$ cat src/rtl/rom_fetch_pkg.sv
// Shared fetch-side types and constants for the rv32i instruction front end.
package rom_fetch_pkg;

    typedef enum logic [1:0] {
        FETCH_DRAIN,
        FETCH_REQ,
        FETCH_WAIT
    } fetch_state_t;

    localparam logic [31:0] INST_BYTES = 32'd4;

    function automatic logic [31:0] align_pc(input logic [31:0] addr);
        return addr & ~32'd3;
    endfunction

endpackage

$ cat src/rtl/rom_fetch_buf.sv
// One-entry valid/ready holding buffer between the ROM fetcher and decode.
module rom_fetch_buf
    import rom_fetch_pkg::*;
(
    input  logic        clk,
    input  logic        reset_n,
    input  logic        flush,
    input  logic        load,
    input  logic [31:0] load_data,
    input  logic [31:0] load_pc,
    input  logic        out_ready,
    output logic        out_valid,
    output logic [31:0] out_data,
    output logic [31:0] out_pc,
    output logic        space
);

    // Space exists when empty or when the held word leaves this cycle.
    assign space = ~out_valid | out_ready;

    always_ff @(posedge clk) begin
        if (!reset_n) begin
            out_valid <= 1'b0;
            out_data  <= 32'h0;
            out_pc    <= 32'h0;
        end else if (flush) begin
            out_valid <= 1'b0;
        end else if (load) begin
            out_valid <= 1'b1;
            out_data  <= load_data;
            out_pc    <= load_pc;
        end else if (out_ready) begin
            out_valid <= 1'b0;
        end
    end

endmodule

$ cat src/rtl/rom_fetch.sv
// Instruction-fetch initiator: one outstanding ROM read, redirect handling,
// and a one-entry buffer towards decode.
module rom_fetch
    import rom_fetch_pkg::*;
#(
    parameter logic [31:0] RESET_PC = 32'h0000_0000,
    parameter int          DELAY    = 0
) (
    input  logic        clk,
    input  logic        reset_n,
    output logic        mem_re,
    output logic [31:0] mem_addr,
    input  logic [31:0] mem_data,
    input  logic        mem_oe,
    output logic        inst_valid,
    input  logic        inst_ready,
    output logic [31:0] inst,
    output logic [31:0] inst_pc,
    input  logic        redirect_valid,
    input  logic [31:0] redirect_pc
);

    localparam int CNT_W = $clog2(DELAY + 1) + 1;

    fetch_state_t     state;
    logic [31:0]      pc;
    logic [31:0]      pc_req;
    logic             stale;
    logic [CNT_W-1:0] drain_cnt;
    logic             buf_space;
    logic             buf_load;
    logic [31:0]      redirect_target;

    assign redirect_target = align_pc(redirect_pc);
    assign mem_re   = reset_n & (state == FETCH_REQ) & buf_space & ~redirect_valid;
    assign mem_addr = (state == FETCH_WAIT) ? pc_req : pc;
    assign buf_load = (state == FETCH_WAIT) & mem_oe & ~stale & ~redirect_valid;

    rom_fetch_buf u_buf (
        .clk       (clk),
        .reset_n   (reset_n),
        .flush     (redirect_valid),
        .load      (buf_load),
        .load_data (mem_data),
        .load_pc   (pc_req),
        .out_ready (inst_ready),
        .out_valid (inst_valid),
        .out_data  (inst),
        .out_pc    (inst_pc),
        .space     (buf_space)
    );

    // The ROM has no reset, so after reset wait out any read it may still be serving.
    always_ff @(posedge clk) begin
        if (!reset_n) begin
            state     <= FETCH_DRAIN;
            pc        <= align_pc(RESET_PC);
            pc_req    <= 32'h0;
            stale     <= 1'b0;
            drain_cnt <= '0;
        end else begin
            case (state)
                FETCH_DRAIN: begin
                    if (drain_cnt == CNT_W'(DELAY)) state <= FETCH_REQ;
                    else drain_cnt <= drain_cnt + 1'b1;
                end
                FETCH_REQ: begin
                    if (mem_re) begin
                        state  <= FETCH_WAIT;
                        pc_req <= pc;
                    end
                end
                FETCH_WAIT: begin
                    if (mem_oe) begin
                        state <= FETCH_REQ;
                        stale <= 1'b0;
                        if (buf_load) pc <= pc_req + INST_BYTES;
                    end else if (redirect_valid) begin
                        stale <= 1'b1;
                    end
                end
                default: state <= FETCH_DRAIN;
            endcase
            if (redirect_valid) pc <= redirect_target;
        end
    end

endmodule

$ cat config.mk
export PLATFORM = sky130hd
export DESIGN_NAME = rom_fetch
export DESIGN_NICKNAME = d
export VERILOG_FILES = /design/src/rtl/rom_fetch_pkg.sv /design/src/rtl/rom_fetch_buf.sv /design/src/rtl/rom_fetch.sv
export SDC_FILE = /design/constraint.sdc
export NUM_CORES = 1
export LEC_CHECK = 0
export BUFFER_PORTS_ARGS = -buffer_cell sky130_fd_sc_hd__buf_2
export CAP_MARGIN = 20
export CORE_UTILIZATION = 45
export CTS_CLUSTER_SIZE = 16
export DETAILED_ROUTE_END_ITERATION = 8
export PLACE_DENSITY = 0.75
export SLEW_MARGIN = 20
export SYNTH_ARGS = -nofsm -noshare
export SYNTH_HDL_FRONTEND = slang
export SYNTH_SLANG_ARGS = --single-unit
$ cat constraint.sdc
create_clock -name clk -period 3.7 [get_ports clk]
set_clock_uncertainty 0.1 [all_clocks]
set_input_delay 0.74 -clock clk [delete_from_list [all_inputs] [get_ports clk]]
set_output_delay 0.74 -clock clk [all_outputs]
set_load 0.05 [all_outputs]
==> metrics.md <==
| Metric | Value |
|---|---|
| Ranking of synthesized cells by area | dfxtp_1 (46%), nand2_1 (14%), a21oi_1 (10%), mux2_2 (6.3%), clkbuf_1 (2.6%) |
| Routed vias/inst | 5.37 |
| Synth Area in Adders | less than 1% |
| Largest family of logic cells by synthesized area | simple AND/OR/NAND/NOR gates |
| CTS root buf | clkbuf_16 |
| Reg area | roughly 2600 um2 |
| Synth Area in Compound Gates | approximately 16% |
| Min-delay worst type | reg -> reg |
| Vias | 5583 |
| Synthesized flop and latch total | 132 |
| DPL Wire Length | a little over 10 mm |
| CTS tree | yes |
| Die W | ~120 um |
| Xor-xnor portion of the synthesized cell area | between 3 and 4% |
| Async SR Flop Fraction | 0% |
| Status | completed |
| Hold depth | 2 |
| CP startpoint | state[1]$_SDFFE_PN0P_ |
| Layout cells sized above 1 | 28.7% |
| Die area | around 13000 um2 |
| Leakage | 0.00297 uW |
| Post-synthesis mux area share | 6.27% |
| First-pass GRT wire length | 25.4 mm |
| R2r worst-path depth | 6 |
| Non-Filler Instances | ~1000 |
| Worst-Margin Slew | 0.913 ns |
| Multi-input logic area | 2860 um2 |
| Crit path required time | 2.86 ns |
| Buffers on Ports | 164 |
| Relative slew margins | 38.5% |
| Syn Nets | 791 |
| RD Place Congestion | 0.820 |
| Post-Route WL | 15.8 mm |
| WS Path Type | reg -> out |
| Antenna diodes | 0 |
| Worst Slack Setup Final | 0.591 ns |
| Largest net degree at the start of global routing | 48 |
| Initial core utilization | 47.1% |
| Setup TNS | 0 ns |
| RSZ-0062 raised after global routing | false |
| Placed cell count | 1007 |
| Slew Viols, Final | 0 |
| CTS buffer count | 17 |
| R2r setup slk | ~1.3 ns |
| CTS-repair resized insts | 0 |
| Final Hold Viols | 0 |
| Largest area contributor in the netlist | dfxtp_1 |
| Nets | 928 |
| Antenna violations before repair | 0 |
| RR Endpoint | u_buf.out_data[12]$_SDFFE_PN0P_ |
| Total grt overflow | 0 |
| # clock sinks | 132 |
| Vias in the first global route | 5021 |
| Max-cap violations | 0 |
| Place WS | 0.797 ns |
| Final hold slack | approximately 0.35 ns |
| DIE HEIGHT | 115 um |
| Max rail drop VDD | 0.249 mV |
| Post-Syn Area | 5750 um2 |
| PD cells | 474 nW/um2 |
| Drt first pass iters | 5 |
| Clk slew on worst S/H paths | 0.05 ns |
| Top_reg_cell synth | dfxtp_1 |
| Residual DRC | 0 |
| Clk Latency, worst-skew pair | 0.41 ns |
| Cts hold-fix bufs | 0 |
| Max Fclk | 322 MHz |
| Worst setup SP type | flop |
| Post-synthesis simple-gate area fraction | 23.8% |
| Critical Path End | mem_addr[15] |
| Syn Area/Cell | 7.98 um2 |
| Mapped Cells | 721 |
| Detail Route Antenna Nets | 0 |
| Endpoints failing setup | 0 |
| R2R Path Start | state[1]$_SDFFE_PN0P_ |
| WL/cell | 15.2 um |
| Final period util | 84.0% |
| CP Data Arrival Time | between 2 and 2.5 ns |
| Core Rows | 40 |
| Final Critical Period | just over 3 ns |
| DRT iter0 DRCs | 470 |
| Io pins | 167 |
| Ys Warns | 0 |
| Worst Path Max Fanout | 24 |
| Min-delay src | u_buf.out_data[3]$_SDFFE_PN0P_ |
| Std-Cell Core Area | 12200 um2 |
| Fillcell total | 1172 |
| GRT Total Usage | between 20 and 25% |
| Clk buf depth | 2 |
| Top cell type's share of synthesized area | between 40% and 50% |
| Post-CTS Setup Repair Bufs | 0 |
| Nature of the critical path endpoint | primary output |
| Yosys cell types | 44 |
| Core Util, Final | 59.6% |
| Area Overhead vs Synth | 26.5% |
| Seq/Total Area, Yosys | between 40% and 50% |
| CTS HTree Levels | 4 |
| Number of synthesized flops with an enable pin | 0 |
cell type report:
type / count / area share, %
Inverter: 6 / 0.327
Sequential cell: 132 / 36.3
Tap cell: 168 / 2.89
Clock buffer: 20 / 6.28
Multi-Input combinational cell: 523 / 39.3
Timing Repair Buffer: 178 / 13.1
Clock inverter: 12 / 1.86
critical path, stage by stage (launching register included):
cell,delay (ns)
dfxtp_1,0.37
nor2b_4,0.42
buf_4,0.43
mux2_2,0.41
buf_2,0.22
registers in the layout, summed over array words and instances, names as in the netlist:
register	flops
u_buf.out_data	32
state	2
stale	1
u_buf.out_pc	32
u_buf.out_valid	1
pc	32
pc_req	32
cells in the final DEF (no fill, tap or decap), types with 12 or more instances in the layout:
master     count
clkbuf_16     17
mux2_2        32
a21oi_1      118
nand3_1       15
buf_4         12
nand2_1      215
dfxtp_1      132
xor2_1        12
buf_2        164
nor2_1        19
metrics by stage:
stage	instance area (um2)	power, uW
finish	7280	3450
detailed placement	6680	1790
global route	7280	3560
global placement	6680	1790
floorplan	5750	1700
CTS	7280	3470
kinds of logic (layout without fill, tap and decap cells):
family                     count (synthesis)  count (layout)
DFF                                      132             132
adders and majority gates                  1               1
xor gates and xnor gates                  21              21
AOI/OAI and AO/OA                        161             161
and+or+nand+nor                          308             308
buffers and inverters                     66             216
muxes                                     32              32
synth_stat cells, types with 3 or more instances:
cell type,count
dfxtp_1,132
o21ai_0,9
nor3_1,6
and3_1,11
clkbuf_1,40
a211oi_1,4
buf_2,15
or4_1,3
nand2_1,216
mux2_2,32
nor4_1,8
buf_1,3
inv_1,4
a21oi_1,118
o31ai_1,4
nor2_1,20
xor2_1,12
nand3_1,15
nand4_1,11
a221oi_1,8
xnor2_1,9
nand2b_1,4
o221ai_1,7
routing by layer:
metal	vias up	global-route usage (%)	share of wire, %
met1	2601	33.6	46
li1	2743	-	-
met3	39	4.85	6.1
met5	-	0	0
met2	200	37.0	45
met4	0	12.3	2.9
power by group:
group          switching, uW  leakage (uW)  internal [uW]
Clock                    598      0.000303           1080
Sequential              27.9       0.00107           1450
Combinational            191       0.00160           93.2
how the worst min path moves through the flow:
stage / endpoint / slack (ns)
finish: u_buf.out_data[3]$_SDFFE_PN0P_ / 0.35
global route: u_buf.out_data[26]$_SDFFE_PN0P_ / 0.36
detailed placement: u_buf.out_data[14]$_SDFFE_PN0P_ / 0.34
global placement: u_buf.out_data[1]$_SDFFE_PN0P_ / 0.34
floorplan: pc_req[16]$_SDFFE_PN0P_ / 0.34
CTS: u_buf.out_data[14]$_SDFFE_PN0P_ / 0.35
Power figures use the tool's default switching activity.
